[src/rtl/mac_result_drain.sv]
// Result drain for the MAC array: counts last-stage enables, snapshots the accumulators,
// streams them lane 0 first over valid/ready, then pulses the array clear.
// Optional res_par output (XOR of res_data) when MAC_DRAIN_PARITY_EN is defined.
module mac_result_drain #(
   parameter int unsigned N_MAC = 8,
   parameter int unsigned C_W   = 24,
   parameter int unsigned K_LEN = 8,
   localparam int unsigned IDX_W = (N_MAC > 1) ? $clog2(N_MAC) : 1
) (
   input  logic             clk,
   input  logic             rst,
   input  logic             start,
   input  logic             en_last,
   input  logic [C_W-1:0]   c_in [0:N_MAC-1],
   output logic [C_W-1:0]   res_data,
   output logic [IDX_W-1:0] res_idx,
   output logic             res_valid,
   output logic             res_last,
   input  logic             res_ready,
   output logic             mac_clr,
   output logic             busy,
   output logic             done
`ifdef MAC_DRAIN_PARITY_EN
   ,
   output logic             res_par
`endif
);

   localparam int unsigned CNT_W = (K_LEN > 1) ? $clog2(K_LEN) : 1;
   localparam logic [IDX_W-1:0] IDX_LAST = IDX_W'(N_MAC - 1);
   localparam logic [CNT_W-1:0] CNT_LAST = CNT_W'(K_LEN - 1);

   typedef enum logic [2:0] {IDLE, COUNT, SETTLE, DRAIN, CLEAR} state_t;

   state_t           state;
   logic [CNT_W-1:0] cnt;
   logic [IDX_W-1:0] idx;
   logic [IDX_W-1:0] idx_nxt;
   logic [C_W-1:0]   shadow [0:N_MAC-1];

   assign idx_nxt = idx + IDX_W'(1);

   // Pass sequencer; every output is loaded on the edge that enters the state it belongs to.
   always_ff @(posedge clk) begin
      if (rst) begin
         state     <= IDLE;
         cnt       <= '0;
         idx       <= '0;
         for (int i = 0; i < int'(N_MAC); i++) shadow[i] <= '0;
         res_data  <= '0;
         res_idx   <= '0;
         res_valid <= 1'b0;
         res_last  <= 1'b0;
         mac_clr   <= 1'b0;
         busy      <= 1'b0;
         done      <= 1'b0;
`ifdef MAC_DRAIN_PARITY_EN
         res_par   <= 1'b0;
`endif
      end else begin
         mac_clr <= 1'b0;
         done    <= 1'b0;
         case (state)
            IDLE: begin
               if (start) begin
                  state <= COUNT;
                  cnt   <= '0;
                  busy  <= 1'b1;
               end
            end
            COUNT: begin
               if (en_last) begin
                  cnt <= cnt + CNT_W'(1);
                  if (cnt == CNT_LAST) state <= SETTLE;
               end
            end
            SETTLE: begin
               // The final accumulate has landed in c_in by now; freeze it.
               shadow    <= c_in;
               idx       <= '0;
               res_data  <= c_in[0];
               res_idx   <= '0;
               res_valid <= 1'b1;
               res_last  <= (IDX_LAST == '0);
`ifdef MAC_DRAIN_PARITY_EN
               res_par   <= ^c_in[0];
`endif
               state     <= DRAIN;
            end
            DRAIN: begin
               if (res_ready) begin
                  if (idx == IDX_LAST) begin
                     state     <= CLEAR;
                     res_data  <= '0;
                     res_idx   <= '0;
                     res_valid <= 1'b0;
                     res_last  <= 1'b0;
                     mac_clr   <= 1'b1;
                     done      <= 1'b1;
`ifdef MAC_DRAIN_PARITY_EN
                     res_par   <= 1'b0;
`endif
                  end else begin
                     idx      <= idx_nxt;
                     res_data <= shadow[idx_nxt];
                     res_idx  <= idx_nxt;
                     res_last <= (idx_nxt == IDX_LAST);
`ifdef MAC_DRAIN_PARITY_EN
                     res_par  <= ^shadow[idx_nxt];
`endif
                  end
               end
            end
            CLEAR: begin
               state <= IDLE;
               idx   <= '0;
               busy  <= 1'b0;
            end
            default: state <= IDLE;
         endcase
      end
   end

endmodule
[config.mk]
export PLATFORM = sky130hd
export DESIGN_NAME = mac_result_drain
export DESIGN_NICKNAME = d
export VERILOG_FILES = /design/src/rtl/mac_result_drain.sv
export SDC_FILE = /design/constraint.sdc
export NUM_CORES = 1
export LEC_CHECK = 0
export ABC_AREA = 0
export CORE_ASPECT_RATIO = 1.1
export CORE_MARGIN = 2
export CORE_UTILIZATION = 47
export CTS_BUF_LIST = sky130_fd_sc_hd__clkbuf_8
export CTS_CLUSTER_SIZE = 28
export DETAILED_ROUTE_END_ITERATION = 6
export GPL_TIMING_DRIVEN = 0
export HOLD_SLACK_MARGIN = 0.02
export PLACE_DENSITY = 0.78
export SLEW_MARGIN = 20
export SYNTH_ARGS = -nofsm -noshare
export SYNTH_HDL_FRONTEND = slang
export SYNTH_SLANG_ARGS = --single-unit
export TNS_END_PERCENT = 30
[constraint.sdc]
create_clock -name clk -period 5.96 [get_ports clk]
set_input_delay 1.192 -clock clk [delete_from_list [all_inputs] [get_ports clk]]
set_output_delay 1.192 -clock clk [all_outputs]
set_load 0.1 [all_outputs]
* After elaboration in Yosys (flattened, before gate mapping) *
Index checks and enable logic that the tools add are counted.

word-level totals
  memories = 0
  output and inout port bits = 32
  input bits = 197
  memory bits (read-only) = 0
  word-level logic and storage cells = 79
  bits in writable memories = 0
  bits in registers = 232
  bits in latches = 0

cells by class
  muxes and demuxes = 30
  add/sub/neg operators = 2
  shift operators = 0
  bitwise logic cells = 3
  div/mod/pow operators = 0
  multipliers = 0
  reductions and logical operators = 13
  magnitude comparators = 1
  eq/ne operators = 13

operators with widths
  kind                   count
  $mux W24               4
  $bmux W24 S3           1
  $pmux W24 S2           1
  $mux W3                11
  $pmux W3 S2            3
  $eq A3 B3 Y1 const B   4
  $ne A2 B2 Y1 const B   6
  $pmux W3 S4            1
  $reduce_and A3 Y1      3
  $reduce_bool A2 Y1     4
  $add A3 B1 Y3 const B  2
  $eq A3 B2 Y1 const B   2
  $mux W1                6
  $pmux W1 S2            3
  $reduce_and A5 Y1      1
  $ge A4 B4 Y1 const B   1
  $not A3 Y4             1
  $reduce_and A2 Y1      2
  $eq A3 B1 Y1 const B   1
  $logic_not A3 Y1       1
  $reduce_or A3 Y1       1
  $not A1 Y1             2
  $reduce_or A2 Y1       1

* Logic depth before layout (Yosys ltp) *
Gate-level depths: netlist of the first run.

  depth after elaboration = 8
  gate-level depth with buffers = 10
  gate-level depth less buffers = 6

* Worst setup path before layout of the first run *
No wires, ideal clock.

  path type = flip-flop to output port
  start = register, netlist name done
  end = output port mac_clr
  buffers on the path = 1
  path slack = 3.412 ns
  stages on the path, launching flop included = 2
  arrival time = 1.356 ns
  cell sequence = dfxtp_1 buf_4

RTL lines
  element        RTL line  text
  end, declared  20        output logic mac_clr,

* Worst setup path in the final report of the first run *
  start = register res_data[7]
  end = output port res_data[7]

RTL lines
  element                 RTL line  text
  start, declared         15        output logic [C_W-1:0] res_data,
  start signal, assigned  81        res_data <= c_in[0];
  start signal, assigned  105       res_data <= shadow[idx_nxt];

No word-level cell between the ends.

==> metrics.md, run 1 <==
| Metric | Value |
|---|---|
| Final std cell area, no fill | 0.01297 mm^2 |
| Setup TNS | 0 ps |
| Syn_nets | 1289 |
| Netlist cell types | 37 |
| Max Slew Vio Count | 0 |
| PortBufs | 228 |
| Total iterations of the first detailed-routing run | 5 |
| WP buf/inv | 1 |
| Most common library cells after synthesis | nand2_1 (391), dfxtp_1 (232), a21oi_1 (201), mux4_2 (48), buf_2 (45) |
| HP Class | reg2reg |
| Routed len/inst | approximately 19 um |
| Ys async rst share | 0% |
| H-tree depth | 2 |
| Critical-path maximum fanout | 2 |
| Synth Flop Type | dfxtp_1 |
| Crit Path Class | reg2out |
| Hold Slack | 451.0 ps |
| Post-route ant nets | 0 |
| Via count | 9039 |
| DP HPWL | 23300 um |
| Syn Area/Cell | ~8.8 um^2 |
| Total core area | 0.01993 mm^2 |
| Clock Skew | 22.90 ps |
| Met2 usage | between 40 and 50% |
| Detailed-route wire length | 31370 um |
| Worst VDD drop | approximately 0.15 mV |
| Clk slew on worst S/H paths | around 70 ps |
| DR DRC count | 0 |
| Status | complete, no violations |
| Die Wd | ~140 um |
| Synthesized instance count | 1087 |
| Sw frac | 25.44% |
| Post_cts resized | 0 |
| TritonCTS buffer count | 37 |
| Number of post-CTS setup repair buffers | 0 |
| Setup crit end kind | output port |
| Area grow syn2layout | 34.86% |
| Yosys reg bits | 232 |
| Sw Pwr | slightly below 0.0009 W |
| Drt via density | approximately 5.5 |
| Synth area leaders | dfxtp_1 (48%), nand2_1 (15%), mux4_2 (11%), a21oi_1 (10%), a221o_1 (2.5%) |
| Hold-fix buffers, CTS | 0 |
| # nets final | approximately 1.6k |
| CP delay by family, top | buffers and inverters |
| CTS tree | built |
| Rows | between 50 and 60 |
| CP arrival | 2090 ps |
| Final Cycle Share | 55.07% |
| Seq pwr share | 47.6% |
| Worst endpoint required time | ~4800 ps |
| Largest area contributor in the netlist | dfxtp_1 |
| Top-count cell post-synth | nand2_1 |
| Post-synthesis cell area | 0.009615 mm^2 |
| Layout cells sized above 1 | 11.83% |
| Routability cong. | 0.8766 |
| Final Setup Violations | 0 |
| I/O pin total | 229 |
| Combinational share of power | 11.7% |
| Die height | ~150 um |
| Total track usage | 28.67% |
| Number of diodes | 0 |
| GRT overflow | 0 |
| First-pass GRT wire length | ~48000 um |
| Fin worst setup slack | about 2700 ps |
| RSZ-0062 raised after global routing | false |
| Largest net degree at the start of global routing | 11 |
| Vias in the first global route | 8966 |
| Met1 GRT Util | 35.73% |
| Initial antenna violation count | 1 |
| 1st-iter DRT viols | 693 |
| Crit path time final | 3282 ps |
| Worst setup SP type | flip-flop |
| Clock Path Buffers | 3 |
| Die area | 0.02162 mm^2 |
| Critical-path cell list | clkdlybuf4s50_1 |
| CP max-delay cell | clkdlybuf4s50_1 |
| Worst Max-Slew Pin Slew | 992.6 ps |
| Final hold vios | 0 |
| GR peak layer | met2 |
| Slowest Stage Delay on Critical Path | approximately 1200 ps |
| Seq/Total Area, Yosys | 48.30% |
| Number of max-cap violations | 0 |
| Dpl ws | 2457 ps |
| Maximum clock frequency | 0.3047 GHz |
| Pwr Density | roughly 260 mW/mm^2 |
| Worst skew pair latency | 550 ps |
| Root buffer cell | clkbuf_8 |
| Clk pwr share | between 40% and 50% |
| Clk sink count | 232 |
| Leakage | ~4.5 nW |
| Met3 usage | between 5 and 6% |
| Syn. warnings | 0 |
| Internal power | 0.002543 W |
| Post-synth EDFFs | 0 |
| Placed Area | 0.01221 mm^2 |
| Initial Util | ~48% |
| Slew headroom | between 30% and 40% |
| Yosys top cell area share | between 40 and 50% |
==> per-stage QoR <==
step | cells | utilization [%] | power (W)
after floorplan | 1087 | - | 0.001832
after global placement | 1567 | 61.27 | 0.002045
after detailed placement | 1567 | 61.27 | 0.002050
after CTS | 1630 | 65.06 | 0.003408
after global routing | 1630 | 65.06 | 0.003513
final | 1630 | 65.06 | 0.003410
==> area by class of cell <==
cell class	count	area (um^2)
Clock inverter	12	52.55
Clock buffer	51	701.9
Buffer	92	495.5
Multi-Input combinational cell	761	4468
Fill cell	1632	6964
Inverter	2	7.507
Tap cell	252	315.3
Timing Repair Buffer	228	2282
Sequential cell	232	4644
==> state kept, by name, summed over array words and instances, names as in the netlist <==
name,cells
shadow,192
done,1
busy,1
res_last,1
state,3
res_valid,1
cnt,3
res_idx,3
res_data,24
idx,3
==> power groups by stage <==
stage / clock (W) / combinational (W) / sequential (W)
after floorplan: 0 / 0.000141 / 0.00169
after global placement: 0 / 0.000393 / 0.00165
after detailed placement: 0 / 0.000395 / 0.00166
after CTS: 0.00139 / 0.000397 / 0.00162
after global routing: 0.00146 / 0.000424 / 0.00163
final: 0.00139 / 0.000400 / 0.00162
==> final timing paths <==
path	start	end	slack, ps	cells after the start
min	shadow[75]$_SDFFE_PP0P_	shadow[75]$_SDFFE_PP0P_	450	2
min reg2reg	shadow[75]$_SDFFE_PP0P_	shadow[75]$_SDFFE_PP0P_	450	2
max	res_data[7]$_SDFFE_PP0P_	res_data[7]	2680	1
max reg2reg	idx[0]$_SDFFE_PP0P_	res_data[21]$_SDFFE_PP0P_	3010	10
==> routing by layer <==
| layer | share of wire (%) | up-vias |
|---|---|---|
| met5 | 0.041 | - |
| met4 | 5.6 | 2 |
| met3 | 8.9 | 117 |
| met2 | 47 | 471 |
| met1 | 38 | 4205 |
| li1 | - | 4244 |
==> cell families after synthesis <==
family	share of synthesized area (%)
AOI/OAI and AO/OA	13.72
adders and majority gates	0.6506
buffers and inverters	5.231
DFF	48.30
muxes	13.74
and+or+nand+nor	18.36
==> cell usage in the layout (no fill, tap or decap), types with 5 or more instances in the layout <==
| master | instances |
|---|---|
| mux4_2 | 48 |
| clkbuf_1 | 32 |
| nand2_1 | 391 |
| clkdlybuf4s50_1 | 228 |
| nor2_1 | 35 |
| dfxtp_1 | 232 |
| a221o_1 | 24 |
| mux2i_1 | 24 |
| buf_1 | 5 |
| ha_1 | 5 |
| buf_2 | 45 |
| clkbuf_8 | 51 |
| inv_1 | 9 |
| a21oi_1 | 201 |
Power figures use the tool's default switching activity.
==> inputs of run 2 (changes only) <==
PLACE_DENSITY = 0.81   (was 0.78)
clock period = 2.8 ns   (was 5.96 ns; I/O delays follow)
==> run 2 against run 1 <==
  * Combinational power increased by 110%
  * Critical endpoint is now res_data[18]$_SDFFE_PP0P_
  * Largest power group unchanged
  * First-iteration DRC count increased by 12%
  * Clock skew increased by 1.1 ps
  * Via count increased by 0.95%
  * Sequential share of layout area increased by 0.14 points
  * Sequential cell count unchanged
==> metrics.md, run 2 (synthesis results as in run 1) <==
| Metric | Value |
|---|---|
| Slew headroom | 32.49% |
| TritonCTS buffer count | 37 |
| Fin worst setup slack | slightly above 100 ps |
| Worst hold endpoint | shadow[73]$_SDFFE_PP0P_ |
| Clk sink count | 232 |
| 1st-iter DRT viols | 779 |
| Reg2reg setup slack | 100 ps |
| Routability cong. | 0.9137 |
| Via count | 9125 |
| Final std cell area, no fill | 0.01292 mm^2 |
| Crit-path most repeated cell | buf_6 |
| Layout cells sized above 1 | 11.47% |
| WP buf/inv | 5 |
| Detailed-route wire length | 31490 um |
| Worst endpoint required time | 3230 ps |
| Final Cycle Share | 96.38% |
| Status | complete, no violations |
| RSZ-0062 raised after global routing | false |
| Crit Path Class | reg2reg |
| DP HPWL | 23660 um |
| Setup TNS | 0 ps |
| Max Slew Vio Count | 0 |
| Combinational share of power | 12.1% |
| Sw Pwr | 0.001813 W |
| Top reg by flops | shadow |
| Internal power | 0.005244 W |
| Layout Utilization | 64.80% |
| Clk pwr share | 39.0% |
| Largest register FFs | between 150 and 200 |
| Clock Skew | about 24 ps |
| CP delay by family, top | buffers and inverters |
| Final Setup Violations | 0 |
| Routed len/inst | between 15 and 20 um |
| Most frequent cells in the layout | nand2_1 (391), dfxtp_1 (232), clkdlybuf4s50_1 (228) |
| CP max-delay cell | ha_1 |
| Die Wd | approximately 140 um |
| I/O pin total | 229 |
| Top flop regs | shadow (192), res_data (24) |
| Worst VDD drop | between 0.3 and 0.4 mV |
| Post-Route M1 WL | 12040 um |
| H-tree depth | 2 |
| Drt via density | 5.602 |
| GRT overflow | 0 |
| Initial Util | 48.24% |
| # nets final | about 1.6k |
| Dpl ws | -98.57 ps |
| WHS Path Cells | 2 |
| PortBufs | 228 |
| Final hold vios | 0 |
| Root buffer cell | clkbuf_8 |
| WL met2 | 14860 um |
| DR DRC count | 0 |
| Number of diodes | 0 |
| Sw frac | 25.69% |
| Pwr Density | around 550 mW/mm^2 |
| Leakage | between 4 and 5 nW |
| Hold_sp | shadow[73]$_SDFFE_PP0P_ |
| Number of max-cap violations | 0 |
| Largest net degree at the start of global routing | 11 |
| Total iterations of the first detailed-routing run | 5 |
| Worst Max-Slew Pin Slew | 1009 ps |
| Die height | 154.0 um |
| Area grow syn2layout | 34.33% |
| Slowest Stage Delay on Critical Path | 420 ps |
| Critical-path maximum fanout | 10 |
| Hold-fix buffers, CTS | 0 |
| Top Layer Used | met4 |
| Met3 wire length | 2642 um |
| Crit path time final | 2699 ps |
| Seq pwr share | ~49% |
| Worst skew pair latency | between 500 and 600 ps |
| Maximum clock frequency | 0.3706 GHz |
| CTS tree | built |
| Reg-to-Reg End | res_data[18]$_SDFFE_PP0P_ |
| Total track usage | 28.49% |
| Critical R2R Launch | idx[0]$_SDFFE_PP0P_ |
| Rows | 54 |
| Vias in the first global route | 9117 |
| Total core area | 0.01993 mm^2 |
| Clock Path Buffers | 3 |
| Commonest non-fill, non-tap cell in the layout | nand2_1 |
| Initial antenna violation count | 0 |
| Worst setup SP type | flip-flop |
| Die area | approximately 0.022 mm^2 |
| First-pass GRT wire length | 47640 um |
| R2R cell count | 10 |
| CP arrival | 3120 ps |
| Placed Area | 0.01221 mm^2 |
| Critical-path cell list | buf_6, buf_6, inv_1, ha_1, buf_6, buf_4, mux4_2, mux2i_1, nor2_1, a221o_1 |
| Post-route ant nets | 0 |
| Clk slew on worst S/H paths | 60 ps |
| Setup crit end kind | flip-flop |
| HP Class | reg2reg |
==> run 2: how the worst max path moves through the flow <==
stage / start / to / slack, ps / depth (start not counted)
detailed placement: idx[0]$_SDFFE_PP0P_ / res_data[20]$_SDFFE_PP0P_ / -100 / 10
global route: idx[0]$_SDFFE_PP0P_ / res_data[18]$_SDFFE_PP0P_ / 40 / 10
global placement: idx[0]$_SDFFE_PP0P_ / res_data[18]$_SDFFE_PP0P_ / -30 / 10
floorplan: idx[0]$_SDFFE_PP0P_ / res_data[18]$_SDFFE_PP0P_ / 540 / 10
finish: idx[0]$_SDFFE_PP0P_ / res_data[18]$_SDFFE_PP0P_ / 100 / 10
CTS: idx[0]$_SDFFE_PP0P_ / res_data[18]$_SDFFE_PP0P_ / 6 / 9
==> run 2: worst reg2reg max path, delay by kind of cell (launching register included) <==
family | cells | cell delay (ps)
buffers and inverters | 5 | 950
multiplexers | 2 | 510
adder cells (fa/ha/maj) | 1 | 420
flip-flops | 1 | 360
AO/OA/AOI/OAI | 1 | 270
AND/OR/NAND/NOR | 1 | 70
==> run 2: power groups by stage <==
stage	combinational (W)	sequential (W)	clock, W
after detailed placement	0.000841	0.00352	0
after global routing	0.000901	0.00346	0.00290
after CTS	0.000846	0.00345	0.00276
final	0.000853	0.00345	0.00275
after floorplan	0.000300	0.00360	0
after global placement	0.000830	0.00352	0
==> run 2: layer usage <==
layer / up-vias / global-route usage, %
li1: 4237 / -
met1: 4314 / 34.38
met2: 468 / 46.97
met3: 106 / 6.135
met4: 0 / 16.74
met5: - / 0
==> run 2: area by class of cell <==
cell class,instances,area (um^2)
sequential,232,4644
timing repair buffer,228,2282
buffer,92,508.0
fill,1658,7015
clock inverter,17,71.32
inverter,2,7.507
clock buffer,45,619.3
multi-input combinational,761,4468
tap,252,315.3
==> run 2: repair_timing <==
action	CTS	global route
gates resized for setup	3	3
endpoints found under the hold margin	0	0
pin swaps	0	0
buffers inserted	0	0
endpoints found under the setup margin	9	14
==> run 2: metrics by stage <==
stage | cells | power (W) | hold slack (ps)
after global placement | 1567 | 0.004348 | 438.9
after detailed placement | 1567 | 0.004364 | 445.0
after CTS | 1629 | 0.007060 | 452.9
after floorplan | 1087 | 0.003899 | 433.1
final | 1629 | 0.007056 | 453.0
after global routing | 1629 | 0.007265 | 463.4
